File: src/rtl/imsic_intp_file.sv
// IMSIC interrupt file: eip/eie arrays, MSI set path, 64-bit CSR word access and topei scanner.
// Define IMSIC_DUAL_SCAN_EN to evaluate two words per scan cycle; the default build scans one.
module imsic_intp_file #(
    parameter int NrSources = 256,
    parameter int IdW       = $clog2(NrSources)
) (
    input  logic           clk_i,
    input  logic           rst_i,
    input  logic           msi_valid_i,
    input  logic [IdW:0]   msi_id_i,
    input  logic           csr_req_i,
    input  logic           csr_we_i,
    input  logic           csr_sel_i,
    input  logic [5:0]     csr_idx_i,
    input  logic [63:0]    csr_wdata_i,
    output logic [63:0]    csr_rdata_o,
    input  logic           eidelivery_i,
    input  logic [IdW-1:0] eithreshold_i,
    input  logic           claim_i,
    output logic [IdW-1:0] topei_o,
    output logic           irq_o
);

    localparam int NW = NrSources / 64;
`ifdef IMSIC_DUAL_SCAN_EN
    localparam int LANES = 2;
`else
    localparam int LANES = 1;
`endif
    localparam int NP = (NW + LANES - 1) / LANES;
    localparam int PW = (NP > 1) ? $clog2(NP) : 1;
    localparam logic [IdW:0]  ID_LIMIT = (IdW + 1)'(NrSources);
    localparam logic [PW-1:0] PTR_LAST = PW'(NP - 1);

    logic [63:0]    eip_reg  [NW];
    logic [63:0]    eip_next [NW];
    logic [63:0]    eie_reg  [NW];
    logic [63:0]    eie_next [NW];
    logic [63:0]    csr_rdata_reg;
    logic [63:0]    csr_rdata_next;
    logic [PW-1:0]  ptr_reg;
    logic [IdW-1:0] best_reg;
    logic [IdW-1:0] topei_reg;

    logic           msi_ok;
    logic           csr_wr;
    logic           claim_hit;
    logic           cand_valid;
    logic [IdW-1:0] cand_id;
    logic           lane_valid [LANES];
    logic [IdW-1:0] lane_id    [LANES];

    assign msi_ok    = msi_valid_i && (msi_id_i != '0) && (msi_id_i < ID_LIMIT);
    assign csr_wr    = csr_req_i && csr_we_i;
    assign claim_hit = claim_i && (topei_reg != '0);

    genvar gi;

    // Per-word next state: CSR write replaces the word, claim clears, MSI sets last so it always survives.
    for (gi = 0; gi < NW; gi++) begin : g_word
        localparam logic [63:0] KEEP_MASK = (gi == 0) ? ~64'd1 : ~64'd0;
        logic [63:0] eip_nx;
        logic [63:0] eie_nx;
        logic        word_sel;

        assign word_sel = (csr_idx_i == 6'(gi));

        always_comb begin
            eip_nx = eip_reg[gi];
            eie_nx = eie_reg[gi];
            if (csr_wr && word_sel) begin
                if (csr_sel_i)
                    eie_nx = csr_wdata_i;
                else
                    eip_nx = csr_wdata_i;
            end
            if (claim_hit && ((topei_reg >> 6) == IdW'(gi)))
                eip_nx[topei_reg[5:0]] = 1'b0;
            if (msi_ok && ((msi_id_i >> 6) == (IdW + 1)'(gi)))
                eip_nx[msi_id_i[5:0]] = 1'b1;
        end

        assign eip_next[gi] = eip_nx & KEEP_MASK;
        assign eie_next[gi] = eie_nx & KEEP_MASK;
    end

    always_comb begin
        csr_rdata_next = csr_rdata_reg;
        if (csr_req_i && !csr_we_i) begin
            csr_rdata_next = '0;
            for (int w = 0; w < NW; w++) begin
                if (csr_idx_i == 6'(w))
                    csr_rdata_next = csr_sel_i ? eie_reg[w] : eip_reg[w];
            end
        end
    end

    // Each lane finds the lowest pending-enabled id of its word that passes the threshold.
    for (gi = 0; gi < LANES; gi++) begin : g_lane
        logic [63:0]    word_bits;
        logic           lv;
        logic [IdW-1:0] lid;
        int             word_idx;

        always_comb begin
            word_idx  = int'(ptr_reg) * LANES + gi;
            word_bits = '0;
            for (int w = 0; w < NW; w++) begin
                if (word_idx == w)
                    word_bits = eip_reg[w] & eie_reg[w];
            end
            lv  = 1'b0;
            lid = '0;
            for (int b = 63; b >= 0; b--) begin
                if (word_bits[b] &&
                    ((eithreshold_i == '0) || ((word_idx * 64 + b) < int'(eithreshold_i)))) begin
                    lv  = 1'b1;
                    lid = IdW'(word_idx * 64 + b);
                end
            end
        end

        assign lane_valid[gi] = lv;
        assign lane_id[gi]    = lid;
    end

    // The lower word of a pair holds the smaller ids, so it takes precedence.
    always_comb begin
        cand_valid = 1'b0;
        cand_id    = '0;
        for (int l = LANES - 1; l >= 0; l--) begin
            if (lane_valid[l]) begin
                cand_valid = 1'b1;
                cand_id    = lane_id[l];
            end
        end
    end

    always_ff @(posedge clk_i) begin
        if (rst_i) begin
            for (int w = 0; w < NW; w++) begin
                eip_reg[w] <= '0;
                eie_reg[w] <= '0;
            end
            csr_rdata_reg <= '0;
        end else begin
            eip_reg       <= eip_next;
            eie_reg       <= eie_next;
            csr_rdata_reg <= csr_rdata_next;
        end
    end

    // A claim restarts the pass so an id scanned before the clear is never committed.
    always_ff @(posedge clk_i) begin
        if (rst_i) begin
            ptr_reg   <= '0;
            best_reg  <= '0;
            topei_reg <= '0;
        end else if (claim_i) begin
            ptr_reg   <= '0;
            best_reg  <= '0;
            topei_reg <= '0;
        end else if (ptr_reg == PTR_LAST) begin
            topei_reg <= (best_reg != '0) ? best_reg : cand_id;
            best_reg  <= '0;
            ptr_reg   <= '0;
        end else begin
            if ((best_reg == '0) && cand_valid)
                best_reg <= cand_id;
            ptr_reg <= ptr_reg + 1'b1;
        end
    end

    assign csr_rdata_o = csr_rdata_reg;
    assign topei_o     = topei_reg;
    assign irq_o       = eidelivery_i && (topei_reg != '0);

endmodule

File: config.mk
export PLATFORM = sky130hd
export DESIGN_NAME = imsic_intp_file
export DESIGN_NICKNAME = d
export VERILOG_FILES = /design/src/rtl/imsic_intp_file.sv
export SDC_FILE = /design/constraint.sdc
export NUM_CORES = 2
export LEC_CHECK = 0
export CORE_MARGIN = 3
export CORE_UTILIZATION = 30
export CTS_BUF_LIST = sky130_fd_sc_hd__clkbuf_8
export CTS_CLUSTER_DIAMETER = 40
export DETAILED_ROUTE_END_ITERATION = 8
export PLACE_DENSITY = 0.46
export SLEW_MARGIN = 20
export SYNTH_ARGS = -nofsm -noshare
export SYNTH_HDL_FRONTEND = slang
export SYNTH_SLANG_ARGS = --single-unit
File: constraint.sdc
create_clock -name clk_i -period 8 [get_ports clk_i]
set_input_delay 1.2 -clock clk_i [delete_from_list [all_inputs] [get_ports clk_i]]
set_output_delay 1.2 -clock clk_i [all_outputs]
set_load 0.01 [all_outputs]
After elaboration in Yosys (flattened, before gate mapping)

Index checks and enable logic that the tools add are counted.

Register bits: 594
Logic and storage cells: 501

Add/subtract/negate cells: 64
$lt $le $gt $ge: 69
Bitwise operators: 13
Mux-type cells: 163
Equal/unequal tests: 13
Reductions and logical operators: 165

Operator list:

| kind                                                                                | count |
|---|---|
| 32-bit by 9-bit less-than comparator with 1-bit output                              | 63 |
| 64-bit 2-to-1 mux                                                                   | 28 |
| 8-bit 2-to-1 mux                                                                    | 66 |
| 64-bit bitwise AND                                                                  | 8 |
| 8-bit by 6-bit adder with 9-bit output, second input constant                       | 32 |
| 64-bit bitwise OR                                                                   | 4 |
| 8-bit by 5-bit adder with 9-bit output, second input constant                       | 16 |
| 1-bit logical AND                                                                   | 85 |
| 8-bit by 4-bit adder with 9-bit output, second input constant                       | 8 |
| 1-bit 2-to-1 mux                                                                    | 67 |
| 1-bit logical OR                                                                    | 64 |
| 64-bit inverter                                                                     | 1 |
| 8-bit by 3-bit adder with 9-bit output, second input constant                       | 4 |
| 32-bit zero test                                                                    | 1 |
| 8-bit zero test                                                                     | 3 |
| 8-bit by 2-bit adder with 9-bit output, second input constant                       | 2 |
| 8-bit nonzero test                                                                  | 2 |
| 6-bit by 7-bit less-than comparator with 1-bit output, second input constant        | 2 |
| 1-bit demux with 6-bit select                                                       | 2 |
| 6-bit by 2-bit == test with 1-bit output, second input constant                     | 2 |
| 6-bit by 1-bit greater-or-equal comparator with 1-bit output, second input constant | 2 |
| 2-bit == test, second input constant                                                | 5 |
| 8-bit by 1-bit adder with 9-bit output, second input constant                       | 1 |
| 9-bit zero test                                                                     | 1 |
| 13 further kinds                                                                    | 18 |

Longest topological paths before layout

Depth in word-level cells: 72
Gate-level depth with buffers: 16
Gate-level depth less buffers: 12

Worst setup path after synthesis

OpenSTA, ideal clock, no wires.

Path kind: input port to flip-flop
Start point: input eithreshold_i[6]
End point: register topei_reg[2], in the netlist topei_o[2]
Slack: 3.972 ns
Arrival time: 3.896 ns
Cell stages on the path: 14
Buffers on the path: 2
Library setup time: 0.132 ns
Cells stage by stage: inv_1 > ha_1 > buf_2 > and4_1 > buf_4 > a22oi_1 > o21ai_1 > a41oi_1 > or3_1 > or4_4 > o41ai_4 > inv_2 > a31oi_1 > a21oi_1

Longest elaborated chain between the ends: 69

Ends and longest elaborated chain:

| what                                                                                      | line | RTL |
|---|---|---|
| start, declared                                                                           | 18   | `input logic [IdW-1:0] eithreshold_i,` |
| 32-bit by 9-bit less-than comparator with 1-bit output or 8-bit zero test (tied branches) | 116  | `((eithreshold_i == '0) \|\| ((word_idx * 64 + b) < int'(eithreshold_i)))) begin` |
| 1-bit logical OR                                                                          | 116  |  |
| 1-bit logical AND                                                                         | 115  | `if (word_bits[b] &&` |
| 8-bit 2-to-1 mux or 1-bit 2-to-1 mux (tied branches) (64 in series)                       | 115  |  |
| 8-bit 2-to-1 mux (*)                                                                      | 132  | `if (lane_valid[l]) begin` |
| 8-bit 2-to-1 mux (*)                                                                      | 164  | `topei_reg <= (best_reg != '0) ? best_reg : cand_id;` |
| end signal, assigned                                                                      | 164  |  |
| end, declared                                                                             | 43   | `logic [IdW-1:0] topei_reg;` |

Every way passes the cells marked *; elsewhere a longest branch is shown, timed or not.
A chain may end at the register's enable or synchronous reset.

Worst setup path in the final report

Start point: input eithreshold_i[7]
End point: register topei_reg[0], in the netlist topei_o[0]

Same word-level chain as after synthesis.

==> flow_summary.ini <==
[clock_network]
cts_buffers = 134
clk_latency_ps = 840
clockBufferDepth = 3
holdBufCountCts = 0
post_cts_buffers = 0
htree_levels = 4
clock_sinks = 592
ctsResizeCount = 0
root_buffer = clkbuf_8
path_clk_slew_ps = 50
cts_tree = yes

[sta]
fin_crit_ps = 5090
whs_ps = 453
slew_headroom_pct = 18.1
hold_viol_final = 0
worstMarginPinSlew_ps = 1220
fmax_mhz = 196
rsz0062_at_grt = false
finalCritPeriodShare_pct = 63.7
maxSlewViolCount = 0
finalSetupViolations = 0
finalClockSkew_ps = 41.3
tns_ps = 0

[floorplan]
die-area_um2 = 114000
coreArea_um2 = 109000
rows = 121
dieWidth_um = 338
die_y_um = 338
ios = 168
floorplan.initialDensity_pct = 30.3

[yosys]
synth_ff_type = dfxtp_1
yosysMostFrequentCell = nand2_1
synth_top_cell_by_area = dfxtp_1
ys_warn_count = 0
async_flop_share_pct = 0
ys_seq_elements = 592
yosysSeqAreaShare_pct = 35.8
synthesis.nets = 4428
synthCells = 4326
synth_area_um2 = 33100
synth_edf_count = 0
syn-mean-instance-area_um2 = 7.65
synth_top_area_share_pct = 35.8
yosys-top-cells-count = nand2_1 (941), dfxtp_1 (592), a21oi_1 (591)
synthTopCellsByArea = dfxtp_1 (36%), nand2_1 (11%), a21oi_1 (8.9%)
ys_types = 88

[worst_setup_path]
cp-start-kind = input pin
critical_path_arrival_ps = 5760
crit_path_end_kind = flop
crit_fanout = 20
cp-startpoint = eithreshold_i[7]
required_ps = 8670
reg2reg_depth = 13
slowest_stage = a21o_1
cpMostUsedCell = a21oi_1
endpoint = topei_o[0]
max_stage_delay_ps = 680
reg2reg_from = ptr_reg[0]
ff2ff_setup_slack_ps = 2910
path_class = input pin to flop
worstPathCellList = clkdlybuf4s50_1 > inv_1 > ha_1 > a21o_1 > a31oi_1 > nor2_1 > a41oi_1 > or3_1 > or4_4 > o41ai_4 > inv_2 > a21oi_1 > a21oi_1
r2r_end = topei_o[0]

[global_routing]
grt_pass1_wl_um = 242000
grt_max_degree = 177
grtUsageTotal_pct = 28.3
grt_pass1_vias = 33139
antenna_found_initial = 9
overflow = 0

[place]
port_buffers = 167
dp_hpwl_um = 99600
place_congestion = 0.950
dp_cells = 5653

[detailed_routing]
wire_per_inst_um = 28.6
wl_um = 168000
firstDrtPassIters = 6
drc = 0
detail-route-antenna-nets = 0
drt-vias-per-instance = 5.99
drt_iter0_drc = 4061
vias = 35234

[job]
maxCapViolCount = 0

[outcome]
status = finished, final reports clean

[layout]
fin_nets = 4415
drive_above_1_share_pct = 9.20
stdcell_count = 5882
final_util_pct = 35.4
area_growth_pct = 16.9

[power]
power.density_nw_per_um2 = 188
ir_drop_uv = 136
p_leak_nw = 12.4

[worst_hold_path]
hp-class = flop to flop
-- kinds of logic (layout without fill, tap and decap cells) --
kind of cell | after synthesis | count (layout) | share of synthesized area (%)
adders and majority gates | 7 | 7 | 0.265
buffers and inverters | 472 | 548 | 5.71
AOI/OAI and AO/OA | 1266 | 1266 | 24.9
muxes | 191 | 191 | 8.20
and+or+nand+nor | 1798 | 1798 | 25.1
other | 0 | 4 | 0
DFF | 592 | 592 | 35.8
-- routing by layer --
metal / wire, um / track usage [%] / vias up / share of wire, %
met1: 75400 / 40.0 / 17497 / 45
met4: 5930 / 10.5 / 8 / 3.5
li1: - / - / 15656 / -
met2: 72000 / 42.0 / 1738 / 43
met5: 56 / 0 / - / 0.033
met3: 15100 / 6.17 / 335 / 9.0
-- layout by cell type, fill, tap and decap left out, types with 38 or more instances in the layout --
| cell | synthesis | layout |
|---|---|---|
| nor2_1 | 236 | 232 |
| clkdlybuf4s50_1 | 0 | 163 |
| or3_1 | 73 | 71 |
| inv_1 | 74 | 108 |
| nor3_1 | 84 | 80 |
| buf_4 | 5 | 76 |
| nand2_1 | 941 | 940 |
| nand4b_1 | 38 | 38 |
| o22ai_1 | 79 | 79 |
| o221ai_1 | 261 | 261 |
| mux2i_1 | 126 | 126 |
| a21oi_1 | 591 | 591 |
| and3_1 | 46 | 45 |
| mux4_2 | 64 | 64 |
| nand3_1 | 98 | 93 |
| clkbuf_8 | 0 | 161 |
| a211oi_1 | 77 | 77 |
| nand2b_1 | 201 | 199 |
| dfxtp_1 | 592 | 592 |
| o21ai_0 | 66 | 66 |
-- worst max-delay path: cells and delay by family --
family	cells	cell delay, ps
buffers and inverters	3	870
and+or+nand+nor	3	1360
AOI/OAI and AO/OA	6	1830
adders and majority gates	1	490
-- metrics by stage --
| stage | worst slack [ps] | total power [W] | instance area (um2) |
|---|---|---|---|
| finish | 2910 | 0.00729 | 38700 |
| global route | 2670 | 0.00752 | 38700 |
| CTS | 3060 | 0.00734 | 38700 |
| detailed placement | 2210 | 0.00372 | 35900 |
| global placement | 2190 | 0.00372 | 35900 |
| floorplan | 3970 | 0.00339 | 33100 |
-- area by class of cell --
cell class	instances	area (um2)
multi-input cells	3262	19600
clock buffers	161	2220
inverters	76	287
flip-flops and latches	592	11900
clock inverters	64	538
well taps	1476	1850
repair buffers	247	2340
diodes	4	10.0
fillers	11533	70500
-- report_power, final --
part | total, W | leakage (nW) | switching [W] | internal [W]
sequential | 0.00300 | 4.78 | 0.0000167 | 0.00298
combinational | 0.000682 | 6.12 | 0.000476 | 0.000206
clock | 0.00361 | 1.53 | 0.00151 | 0.00210
-- worst min-delay path by stage --
| stage | to | cells after the start | slack [ps] | from |
|---|---|---|---|---|
| 2_1_floorplan | eie_reg[196] | 2 | 440 | eie_reg[196] |
| 3_3_place_gp | eie_reg[250] | 2 | 450 | eie_reg[250] |
| 3_5_place_dp | csr_rdata_o[0] | 2 | 450 | csr_rdata_o[0] |
| 4_1_cts | eie_reg[171] | 2 | 460 | eie_reg[171] |
| 5_1_grt | eie_reg[238] | 2 | 480 | eie_reg[238] |
| 6_report | csr_rdata_o[0] | 2 | 450 | csr_rdata_o[0] |
Note: power is estimated with default switching activity, not from simulation.
